File: config.mk
export PLATFORM = sky130hd
export DESIGN_NAME = hazard_unit
export DESIGN_NICKNAME = d
export VERILOG_FILES = /design/src/rtl/hazard_unit_pkg.sv /design/src/rtl/hazard_match.sv /design/src/rtl/hazard_unit.sv
export SDC_FILE = /design/constraint.sdc
export NUM_CORES = 1
export LEC_CHECK = 0
export CAP_MARGIN = 20
export CORE_AREA = 2 2 74 76
export DETAILED_ROUTE_END_ITERATION = 16
export DIE_AREA = 0 0 76 78
export GPL_ROUTABILITY_DRIVEN = 0
export PLACE_DENSITY = 0.78
export REMOVE_ABC_BUFFERS = 1
export SYNTH_ARGS = -nofsm -noshare
export SYNTH_HDL_FRONTEND = slang
export SYNTH_SLANG_ARGS = --single-unit
File: constraint.sdc
create_clock -name i_clk -period 2.35 [get_ports i_clk]
set_clock_uncertainty 0.05 [all_clocks]
set_input_delay 0.235 -clock i_clk [delete_from_list [all_inputs] [get_ports i_clk]]
set_output_delay 0.235 -clock i_clk [all_outputs]
set_load 0.1 [all_outputs]
File: src/rtl/hazard_unit_pkg.sv
// Shared core package for the hazard unit: FSM state encodings, register
// constants and counter limits used by hazard_unit and hazard_match.
package hazard_unit_pkg;

   localparam int REG_ADDR_W = 5;

   // Register x0 is hardwired to zero, so it never carries a dependency
   localparam logic [REG_ADDR_W-1:0] REG_X0 = 5'd0;

   // Canonical NOP (addi x0, x0, 0) that a flushed pipeline register holds
   localparam logic [31:0] NOP_INSTR = 32'h0000_0013;

   localparam logic [31:0] STALL_COUNT_MAX = 32'hFFFF_FFFF;

   typedef enum logic [1:0] {
      HZ_RUN    = 2'd0,
      HZ_DRAIN  = 2'd1,
      HZ_HALTED = 2'd2
   } hz_state_e;

endpackage

File: src/rtl/hazard_match.sv
// Combinational comparator: does one ID source register depend on the
// destination of one later pipeline stage? x0 never matches.
module hazard_match
   import hazard_unit_pkg::*;
(
   input  logic [REG_ADDR_W-1:0] i_rs_addr,
   input  logic                  i_uses_rs,
   input  logic                  i_stage_valid,
   input  logic                  i_stage_reg_write,
   input  logic [REG_ADDR_W-1:0] i_rd_addr,
   output logic                  o_match
);

   // A match needs a real source, a live writing stage and equal addresses
   always_comb begin
      o_match = (i_rs_addr != REG_X0) && i_uses_rs && i_stage_valid &&
                i_stage_reg_write && (i_rd_addr == i_rs_addr);
   end

endmodule

File: src/rtl/hazard_unit.sv
// Pipeline hazard unit: stalls/flushes the front end on data hazards and
// redirects, and drains the pipeline when a halt instruction issues.
// Optional macro HAZARD_FORWARD_EN: when defined, EX/MEM forwarding exists
// and only load-use dependencies stall; otherwise any EX or MEM dependency
// stalls. Ports and FSM are identical in both builds.
module hazard_unit
   import hazard_unit_pkg::*;
(
   input  logic                  i_clk,
   input  logic                  i_rst,
   input  logic                  i_id_valid,
   input  logic [REG_ADDR_W-1:0] i_id_rs1_addr,
   input  logic [REG_ADDR_W-1:0] i_id_rs2_addr,
   input  logic                  i_id_uses_rs1,
   input  logic                  i_id_uses_rs2,
   input  logic                  i_id_halt,
   input  logic                  i_ex_valid,
   input  logic [REG_ADDR_W-1:0] i_ex_rd_addr,
   input  logic                  i_ex_reg_write,
   input  logic                  i_ex_mem_read,
   input  logic                  i_ex_redirect,
   input  logic                  i_mem_valid,
   input  logic [REG_ADDR_W-1:0] i_mem_rd_addr,
   input  logic                  i_mem_reg_write,
   input  logic                  i_wb_retire_halt,
   output logic                  o_pc_stall,
   output logic                  o_ifid_stall,
   output logic                  o_ifid_flush,
   output logic                  o_idex_flush,
   output logic [1:0]            o_state,
   output logic                  o_halted,
   output logic [31:0]           o_stall_count
);

   hz_state_e   state_q, state_d;
   logic        halted_q, halted_d;
   logic [31:0] stall_count_q, stall_count_d;

   logic ex_rs1_match, ex_rs2_match, mem_rs1_match, mem_rs2_match;
   logic load_use, hazard;

   hazard_match u_ex_rs1 (
      .i_rs_addr(i_id_rs1_addr), .i_uses_rs(i_id_uses_rs1),
      .i_stage_valid(i_ex_valid), .i_stage_reg_write(i_ex_reg_write),
      .i_rd_addr(i_ex_rd_addr), .o_match(ex_rs1_match)
   );

   hazard_match u_ex_rs2 (
      .i_rs_addr(i_id_rs2_addr), .i_uses_rs(i_id_uses_rs2),
      .i_stage_valid(i_ex_valid), .i_stage_reg_write(i_ex_reg_write),
      .i_rd_addr(i_ex_rd_addr), .o_match(ex_rs2_match)
   );

   hazard_match u_mem_rs1 (
      .i_rs_addr(i_id_rs1_addr), .i_uses_rs(i_id_uses_rs1),
      .i_stage_valid(i_mem_valid), .i_stage_reg_write(i_mem_reg_write),
      .i_rd_addr(i_mem_rd_addr), .o_match(mem_rs1_match)
   );

   hazard_match u_mem_rs2 (
      .i_rs_addr(i_id_rs2_addr), .i_uses_rs(i_id_uses_rs2),
      .i_stage_valid(i_mem_valid), .i_stage_reg_write(i_mem_reg_write),
      .i_rd_addr(i_mem_rd_addr), .o_match(mem_rs2_match)
   );

   // A load in EX cannot forward in time, so its consumer in ID must wait
   always_comb begin
      load_use = i_id_valid && i_ex_mem_read && (ex_rs1_match || ex_rs2_match);
   end

`ifdef HAZARD_FORWARD_EN
   // Forwarding covers ALU results; only load-use stalls remain
   always_comb begin
      hazard = load_use;
   end
`else
   // No forwarding: any pending EX or MEM write to a source stalls (WB is
   // covered by register-file write-through)
   always_comb begin
      hazard = load_use || (i_id_valid && (ex_rs1_match || ex_rs2_match ||
                                           mem_rs1_match || mem_rs2_match));
   end
`endif

   // Next-state, halted flag and saturating stall counter
   always_comb begin
      state_d       = state_q;
      stall_count_d = stall_count_q;
      case (state_q)
         HZ_RUN: begin
            if (!i_ex_redirect) begin
               if (hazard) begin
                  if (stall_count_q != STALL_COUNT_MAX) begin
                     stall_count_d = stall_count_q + 32'd1;
                  end
               end else if (i_id_valid && i_id_halt) begin
                  state_d = HZ_DRAIN;
               end
            end
         end
         HZ_DRAIN: begin
            if (i_ex_redirect) begin
               state_d = HZ_RUN;
            end else if (i_wb_retire_halt) begin
               state_d = HZ_HALTED;
            end
         end
         HZ_HALTED: begin
            state_d = HZ_HALTED;
         end
         default: begin
            state_d = HZ_RUN;
         end
      endcase
      halted_d = (state_d == HZ_HALTED);
   end

   // FSM and status registers; reset discards any drain progress
   always_ff @(posedge i_clk) begin
      if (i_rst) begin
         state_q       <= HZ_RUN;
         halted_q      <= 1'b0;
         stall_count_q <= 32'd0;
      end else begin
         state_q       <= state_d;
         halted_q      <= halted_d;
         stall_count_q <= stall_count_d;
      end
   end

   // Zero-latency pipeline controls from current state and inputs
   always_comb begin
      o_pc_stall   = 1'b0;
      o_ifid_stall = 1'b0;
      o_ifid_flush = 1'b0;
      o_idex_flush = 1'b0;
      case (state_q)
         HZ_DRAIN: begin
            if (i_ex_redirect) begin
               o_ifid_flush = 1'b1;
               o_idex_flush = 1'b1;
            end else begin
               o_pc_stall   = 1'b1;
               o_ifid_flush = 1'b1;
            end
         end
         HZ_HALTED: begin
            o_pc_stall   = 1'b1;
            o_ifid_stall = 1'b1;
            o_idex_flush = 1'b1;
         end
         default: begin
            if (i_ex_redirect) begin
               o_ifid_flush = 1'b1;
               o_idex_flush = 1'b1;
            end else if (hazard) begin
               o_pc_stall   = 1'b1;
               o_ifid_stall = 1'b1;
               o_idex_flush = 1'b1;
            end
         end
      endcase
   end

   assign o_state       = state_q;
   assign o_halted      = halted_q;
   assign o_stall_count = stall_count_q;

endmodule

==> results of run 1 <==
-- tightest hold or removal path, cell delays in order, from the launching register on --
cell	delay [ns]
dfxtp_1	0.33
o31ai_1	0.07
a21oi_1	0.06
-- final cells by class --
class	count	area, µm²
fillers	410	1459
clock buffers	6	72.57
well taps	70	87.58
clock inverters	2	12.51
flip-flops and latches	35	700.7
inverters	7	26.28
multi-input cells	226	1653
repair buffers	118	1031
-- synthesized netlist by cell type (all sizes together) --
cell type and number:
or3b 1, o21ba 2, a31oi 1, a21bo 1, a21oi 24, nor4b 1
o31ai 19, buf 12, nand2 19, inv 7, a22oi 2, or3 6
nand2b 2, and3 4, and4 5, nor2b 8, nand4 8, o22ai 1
nor2 17, ha 5, o31a 1, xor2 20, or2 2, o32a 1
o21bai 1, nand3 15, a22o 1, o41ai 1, dfxtp 35, o21ai 12
and2 3, nor4 10, or4 22, o21a 1, clkbuf 6, nor3 3
mux2 7
-- state kept, by name (all words and copies together), names as in the netlist --
| name | cells |
|---|---|
| o_halted | 1 |
| o_stall_count | 32 |
| o_state | 2 |
-- cells in the final DEF, fill, tap and decap left out, types with 2 or more instances in the layout --
cell type,synthesis,layout
nor4_1,9,6
a21oi_2,0,3
nor4_2,1,4
o31ai_1,19,19
or4_4,0,5
nor3_1,3,3
a21oi_1,24,21
nor2b_1,8,8
inv_1,7,5
clkdlybuf4s50_1,0,11
nand2_1,19,19
nand3_1,15,14
clkbuf_16,0,2
and4_1,4,3
buf_12,0,6
and2_1,3,3
ha_1,5,4
dfxtp_1,35,35
clkbuf_8,0,5
dlygate4sd2_1,0,12
mux2_2,7,7
and3_1,3,3
nand4_1,8,8
o21ai_0,12,10
nor2_1,17,17
buf_6,3,2
or4_1,22,17
buf_4,0,77
or2_2,2,2
o21ai_4,0,2
xor2_2,0,2
or3_1,6,6
clkbuf_2,1,7
xor2_1,20,18
inv_2,0,2
-- timing repair --
item	CTS	global route
endpoints found under the setup margin	32	22
gates resized for setup	37	32
hold buffers	0	0
cloned	0	2
pin swaps	13	10
buffers inserted	2	2
-- worst max path at each step --
stage,startpoint,end,slack [ns],cells past startpoint
2_1_floorplan,o_stall_count[0],o_stall_count[29],-1.80,7
3_3_place_gp,i_id_rs1_addr[3],o_stall_count[31],-0.40,9
3_5_place_dp,i_id_rs1_addr[3],o_stall_count[15],-0.53,9
4_1_cts,i_id_rs1_addr[1],o_stall_count[15],0.04,9
5_1_grt,o_state[1],o_stall_count[4],-0.007,9
6_report,i_id_rs2_addr[3],o_pc_stall,0.04,10
-- kinds of logic (layout without fill, tap and decap cells) --
group | count (synthesis) | after routing | share of synthesized area
buffers and inverters | 25 | 133 | 0.05540
adder cells (fa/ha/maj) | 5 | 5 | 0.02690
multiplexers | 7 | 7 | 0.03389
XOR/XNOR | 20 | 20 | 0.07531
flip-flops | 35 | 35 | 0.3012
AO/OA/AOI/OAI | 68 | 68 | 0.1856
AND/OR/NAND/NOR | 126 | 126 | 0.3217
-- layer usage --
layer | routed length [µm] | vias up | track usage
li1 | - | 1284 | -
met1 | 2891 | 1254 | 0.2725
met2 | 3689 | 86 | 0.4152
met3 | 336 | 13 | 0.04186
met4 | 116 | 0 | 0.07818
met5 | 0 | - | 0
-- power groups by stage --
stage	Clock, mW	Combinational (mW)	Sequential [mW]
after floorplan	0	0.0884	0.627
after global placement	0	0.235	0.610
after detailed placement	0	0.242	0.610
after CTS	0.438	0.244	0.596
after global routing	0.466	0.273	0.596
final	0.432	0.255	0.596
==> metrics, run 1 <==
core region area 5042 µm²; hold path endpoint o_stall_count[30]; part of the power in registers 0.465; CP Buf/Inv Count 4; Critical R2R Capture o_stall_count[29]; Final Instance Area approximately 3600 µm²; Starting Density 0.4613; Die ar. 5928 µm²; clock network fraction of design power 0.336; worst hold path type flip-flop to flip-flop; Leak 1.428 nW; minimum clock period ~2.3 ns; CP delay by family, top buffers and inverters; Root Driver clkbuf_8; cell-by-cell trace of the critical path dlygate4sd2_1 -> buf_4 -> xor2_1 -> nor4_1 -> a22oi_1 -> buf_4 -> o22ai_4 -> a22o_1 -> o21bai_4 -> buf_12; cell taking the most area after synthesis dfxtp_1; hold path depth 2; Worst R2R Start o_stall_count[6]; Max H-tree Level 2; Max Cap Viol 0; Netlist Area Pre-Place 2326 µm²; GRT Resource Usage Total 0.2291; Hold Slack roughly 0.45 ns; Final setup viols 0; Pwr Total 1.283 mW; # rows 26; Synth top area share 0.3012; CTS tree built; fraction of layout cells with a size suffix above 1 0.3579; internal power a little over 900 µW; IO buf count 70; Yosys reg bits 35; routed length per instance around 15 µm; crit path max fanout 3; number of global-route vias before repair 2558; Setup crit end kind primary output; crit-path most repeated cell buf_4; Syn Area/Cell around 8.1 µm²; fin. max-slew vios 0; Final TNS setup 0 ns; initial antenna violation count 0; status completed; Worst EP arrival 2.02 ns; post-route antenna net violation count 0; Clock Path Buffers 2; peak supply drop 0.2440 mV; Slew HR 0.7066; RSZ-0062 raised after global routing true; Ys Warns 0; sequential fraction of the synthesis area 0.3012; Final Hold Viols 0; Largest stage delay, worst path 0.29 ns; crit path kind input pin to primary output; Placed Cells 450; pin count of the biggest net entering global routing 42; diode count 0; first-pass GRT wire length 11360 µm; hold_sp o_stall_count[30]; DP HPWL around 5000 µm; Crit-path slowest cell dlygate4sd2_1; Layout area overhead 54.06%; die width 76 µm; CTS Buf Count 5; fin crit share 0.9828; switching share of total power 0.2884; dpl ws -0.5348 ns; Max Fclk ~430 MHz; DR vias/cell 5.683; CP Launch Type input pin; r2r worst-path depth 6; io pins 72; layout net count 431; via count 2637; top cells by area, synth dfxtp_1 30%, xor2_1 7.5%, or4_1 7.1%; Psw 370.1 µW; DRC 0; combinational cell fraction of total power 0.199; Die H 78 µm; min setup slack post-route roughly 0.040 ns; Total Routed Length 7032 µm; First-pass DRT Iterations 4; Final Non-Filler Cells 464; 1st-iter DRT viols 183; total gr overflow 0; PwrDens 358.2 nW/µm²; Sink Count 35; CP required 2.07 ns; Clk pin slew, worst setup/hold paths 0.07 ns; Gate Count Post-Synth 286; Reg2Reg Setup Slack 0.06 ns; Tightest Pin Transition 0.4401 ns; Post-DP Area 3313 µm²; Final Core Density 0.7107; Synth cell types 44; clock latency at the later pin of the worst-skew pair just under 0.3 ns
Note: power is estimated with default switching activity, not from simulation.
==> inputs of run 2 (changes only) <==
--- a/config.mk
+++ b/config.mk
@@ -11,7 +11,6 @@
 export DIE_AREA = 0 0 76 78
 export GPL_ROUTABILITY_DRIVEN = 0
 export PLACE_DENSITY = 0.78
-export REMOVE_ABC_BUFFERS = 1
 export SYNTH_ARGS = -nofsm -noshare
 export SYNTH_HDL_FRONTEND = slang
 export SYNTH_SLANG_ARGS = --single-unit
==> run 2 against run 1 <==
Total power up 6.0%. Cell count fell by 3.2%. Register-to-register slack is essentially flat. Sequential share of layout area increased by 2.3 points. Setup slack gained 0.017 ns. Via count down 2.5%. Critical path depth down 1. Clock power is 22% higher. Critical endpoint is now o_stall_count[5]. Largest power group unchanged.
==> metrics, run 2 (synthesized netlist as in run 1, its figures left out) <==
core region area approximately 5000 µm²; GRT Resource Usage Total 0.2304; worst hold path type flip-flop to flip-flop; crit path max fanout 16; Tightest Pin Transition 0.4943 ns; DR vias/cell 5.724; Setup crit end kind flip-flop; Clock Path Buffers 2; post-route antenna net violation count 0; Final TNS setup 0 ns; Final Instance Area 3645 µm²; max reg flops 32; dpl ws -0.4695 ns; fraction of layout cells with a size suffix above 1 0.4354; clock latency at the later pin of the worst-skew pair 0.28 ns; routed length per instance approximately 15 µm; total gr overflow 0; Die H 78 µm; Crit-path slowest cell or4_4; min setup slack post-route 0.05779 ns; CP Launch Type flip-flop; number of global-route vias before repair 2405; status completed; Placed Cells 436; peak supply drop 0.2421 mV; Post-DP Area approximately 3400 µm²; CTS tree built; CP required 2.52 ns; First-pass DRT Iterations 4; fin. max-slew vios 0; cts hold-fix bufs 0; Pwr Total 1.360 mW; Final Non-Filler Cells approximately 450; initial antenna violation count 0; Max H-tree Level 2; fin crit share 0.9754; DP HPWL 4808 µm; Final setup viols 0; PwrDens 373.2 nW/µm²; IO buf count 70; Leak 1.428 nW; layout net count between 400 and 500; most frequent cells in the layout 64 x buf_4, 21 x dfxtp_4, 19 x nand2_1, 19 x o31ai_1, 18 x xor2_1; Clk pin slew, worst setup/hold paths 0.07 ns; minimum clock period 2.292 ns; syn_nets 324; Root Driver clkbuf_8; Worst EP arrival 2.46 ns; first-pass GRT wire length 11290 µm; commonest non-fill, non-tap cell in the layout buf_4; crit-path most repeated cell buf_12; DRC 0; Final Hold Viols 0; Total Routed Length 6640 µm; Largest stage delay, worst path 0.51 ns; via count 2570; CTS Buf Count 5; cell-by-cell trace of the critical path inv_4 -> ha_4 -> nand3_2 -> buf_4 -> o32a_1 -> buf_12 -> buf_12 -> or4_4 -> a21oi_2; Slew HR 0.6705; Max Cap Viol 0; Max Fclk between 400 and 500 MHz; Die ar. around 5900 µm²; diode count 0; io pins 72; pin count of the biggest net entering global routing 34; Starting Density 0.4613; # rows 26; Layout area overhead 56.70%; die width 76 µm; crit path kind flip-flop to flip-flop; Sink Count 35; 1st-iter DRT viols 121
-- run 2: routing by layer --
metal	global-route usage	routed length [µm]	vias to the layer above
met2	0.4321	3407	88
met5	0	0	-
met1	0.2706	2812	1205
li1	-	-	1269
met4	0.05636	77	0
met3	0.04302	343	8
-- run 2: repair_timing --
item	in CTS	in global routing
buffers inserted	3	1
setup endpoints to repair	24	31
pin swaps	10	24
gates cloned	0	1
gates resized for setup	25	36
-- run 2: metrics by stage --
| step | hold WS (ns) | utilization |
|---|---|---|
| after detailed placement | 0.4333 | 0.6648 |
| after global routing | 0.4791 | 0.7228 |
| final | 0.4510 | 0.7228 |
| after CTS | 0.4453 | 0.6953 |
| after floorplan | 0.3621 | - |
| after global placement | 0.4171 | 0.6648 |
-- run 2: final timing paths --
kind | from | slack [ns] | depth (start not counted) | end
worst max-delay path | o_state[0] | 0.06 | 9 | o_stall_count[5]
worst max register to register | o_state[0] | 0.06 | 9 | o_stall_count[5]
worst min register to register | o_stall_count[21] | 0.45 | 2 | o_stall_count[21]
worst min-delay path | o_stall_count[21] | 0.45 | 2 | o_stall_count[21]
-- run 2: power breakdown --
part	internal (mW)	switching (mW)	total, mW
clock	0.310	0.216	0.526
sequential	0.572	0.00231	0.574
combinational	0.116	0.144	0.260
-- run 2: final cells by class --
cell class	count	area [µm²]
clock inverter	3	38.79
multi-input combinational	226	1683
clock buffer	5	68.82
fill	382	1398
timing repair buffer	103	939.7
tap	70	87.58
inverter	7	31.28
sequential	35	795.8
-- run 2: worst max-delay path: cells and delay by family (launching register included) --
family / cells / cell delay (ns)
adder cells (fa/ha/maj): 1 / 0.14
AO/OA/AOI/OAI: 2 / 0.55
flip-flops: 1 / 0.36
AND/OR/NAND/NOR: 2 / 0.60
buffers and inverters: 4 / 0.53
==> inputs of run 3 (changes only) <==
--- a/config.mk
+++ b/config.mk
@@ -6,11 +6,13 @@
 export NUM_CORES = 1
 export LEC_CHECK = 0
 export CAP_MARGIN = 20
-export CORE_AREA = 2 2 74 76
+export CORE_AREA = 2 2 73 75
 export DETAILED_ROUTE_END_ITERATION = 16
-export DIE_AREA = 0 0 76 78
+export DIE_AREA = 0 0 75 77
 export GPL_ROUTABILITY_DRIVEN = 0
 export PLACE_DENSITY = 0.78
+export SLEW_MARGIN = 20
 export SYNTH_ARGS = -nofsm -noshare
 export SYNTH_HDL_FRONTEND = slang
+export SYNTH_HIERARCHICAL = 1
 export SYNTH_SLANG_ARGS = --single-unit
==> run 3 against run 2 <==
Synthesized area decreased by 4.1%. Sequential power increased by 5.2%. Synthesized cell count decreased by 7.7%. Clock power increased by 4.8%. Routed wire length decreased by 2.3%. Count of clock-buffer cells in the layout unchanged.
==> metrics, run 3 <==
Sink Count 35; internal power ~1.1 mW; CTS tree built; Max Fclk 443.0 MHz; fin. max-slew vios 0; syn_nets 302; fin crit share 0.9606; Worst EP arrival 1.97 ns; DR vias/cell 5.646; routed length per instance about 15 µm; Crit-path slowest cell o41ai_4; CP delay by family, top compound AO/OA/AOI/OAI gates; total gr overflow 0; Synth cell types 52; First-pass DRT Iterations 4; via count roughly 2400; Slew HR 0.5906; combinational cell fraction of total power 0.232; Max H-tree Level 2; fillers 413; Largest stage delay, worst path 0.38 ns; most frequent cells in the layout 55 x buf_4, 32 x dfxtp_2, 25 x xnor2_1; Starting Density 0.4482; cts hold-fix bufs 0; fraction of layout cells with a size suffix above 1 0.4663; Yosys reg bits 35; IO buf count 70; clock network fraction of design power 0.366; diode count 0; cell-by-cell trace of the critical path buf_4 -> o41ai_4 -> a211oi_2 -> nor4_2 -> buf_4 -> buf_12 -> o41ai_4 -> a21o_4 -> buf_12; Setup crit end kind primary output; die width 75 µm; Layout area overhead 53.00%; Max Cap Viol 0; pin count of the biggest net entering global routing 22; Die H 77 µm; crit path max fanout 4; post-route antenna net violation count 0; PwrDens between 400 and 500 nW/µm²; Clock Path Buffers 2; max reg flops 32; first-pass GRT wire length 10700 µm; # rows 26; Root Driver clkbuf_8; Tightest Pin Transition 0.6091 ns; status completed; Syn Area/Cell 8.450 µm²; initial antenna violation count 0; Ys Warns 6; GRT Resource Usage Total 0.2332; ys async rst share 0; DRC 0; peak supply drop 0.3127 mV; Post-DP Area 3173 µm²; ys flop type dfxtp_1; Final Instance Area 3413 µm²; DP HPWL 4756 µm; core region area 4977 µm²; cell taking the most area after synthesis dfxtp_1; Leak 1.289 nW; io pins 72; part of the power in registers 0.402; crit path kind input pin to primary output; top cells by area, synth dfxtp_1 31%, xnor2_1 11%, nand4_1 4.8%; switching share of total power 0.3016; CTS Buf Count 5; Clk pin slew, worst setup/hold paths 0.07 ns; 1st-iter DRT viols 110; Final TNS setup 0 ns; Psw 453.5 µW; layout net count 393; Post-synth EDFFs 0; CP Buf/Inv Count 4; Final setup viols 0; sequential fraction of the synthesis area 0.3141; clock latency at the later pin of the worst-skew pair around 0.30 ns; Synth top cells by count 35 x dfxtp_1, 27 x xnor2_1, 25 x nor2_1, 17 x nand4_1, 15 x nand2_1; Total Routed Length 6487 µm; worst hold path type flip-flop to flip-flop; Final Hold Viols 0; number of global-route vias before repair 2293; most common cell in the synthesized netlist dfxtp_1; Reg area 748.2 µm²; Gate Count Post-Synth 264; minimum clock period 2.257 ns; Die ar. a little under 6000 µm²; Netlist Area Pre-Place between 2000 and 2500 µm²; CP Launch Type input pin; multi-input logic area 1673 µm²; CP required ~2.1 ns; commonest non-fill, non-tap cell in the layout buf_4; Synth top area share 0.3141
## run 3: timing repair
action | in CTS | in global routing
endpoints found under the setup margin | 33 | 20
resized for setup | 84 | 29
setup buffers | 3 | 2
pin swaps | 25 | 16
## run 3: cells by family (layout without fill, tap and decap cells)
family	Yosys count	after routing	share of synthesized area
AO/OA/AOI/OAI	56	56	0.1851
XOR/XNOR	28	28	0.1099
adder cells (fa/ha/maj)	5	5	0.02804
buffers and inverters	17	109	0.03365
flip-flops	35	35	0.3141
multiplexers	5	5	0.02692
AND/OR/NAND/NOR	118	118	0.3023
## run 3: per-stage QoR
step | worst slack (ns) | std cells | power, mW | util | hold WS, ns
finish | 0.09251 | 426 | 1.504 | 0.6858 | 0.4598
global route | -0.008157 | 426 | 1.557 | 0.6858 | 0.4836
CTS | 0.005563 | 425 | 1.503 | 0.6704 | 0.4597
detailed placement | -0.6012 | 414 | 0.9566 | 0.6375 | 0.4426
global placement | -0.5647 | 414 | 0.9511 | 0.6375 | 0.4411
floorplan | -0.3982 | 264 | 0.8142 | - | 0.2640
## run 3: per-layer routing
metal / GRT usage / up-vias / routed length [µm]
met2: 0.3825 / 77 / 3108
met5: 0 / - / 0
met3: 0.05256 / 17 / 346
met1: 0.2965 / 1131 / 2870
met4: 0.07679 / 0 / 161
li1: - / 1180 / -
## run 3: area by class of cell
type                            count  area share
Multi-Input combinational cell    212      0.4901
Timing Repair Buffer               93      0.2218
Sequential cell                    35      0.2192
Tap cell                           70     0.02566
Clock buffer                        5     0.02016
Clock inverter                      3     0.01283
Inverter                            8     0.01026
## run 3: power by group through the flow
stage | Clock, mW | Sequential (mW) | Combinational, mW
finish | 0.551 | 0.604 | 0.349
global route | 0.586 | 0.605 | 0.366
CTS | 0.562 | 0.604 | 0.337
detailed placement | 0 | 0.618 | 0.339
global placement | 0 | 0.618 | 0.333
floorplan | 0 | 0.654 | 0.160
## run 3: worst reg2reg max path, cell delays in order, from the launching register on
cell,delay [ns]
dfxtp_2,0.38
nand4_1,0.21
or4_4,0.62
nor3_4,0.19
and4b_1,0.25
mux2_4,0.29
## run 3: worst paths after layout
path,from,endpoint,slack (ns),cells after the start
setup / recovery,i_id_rs2_addr[3],o_pc_stall,0.09,9
hold / removal,o_stall_count[23],o_stall_count[23],0.46,2
setup reg to reg,o_stall_count[21],o_stall_count[7],0.23,5
hold reg to reg,o_stall_count[23],o_stall_count[23],0.46,2
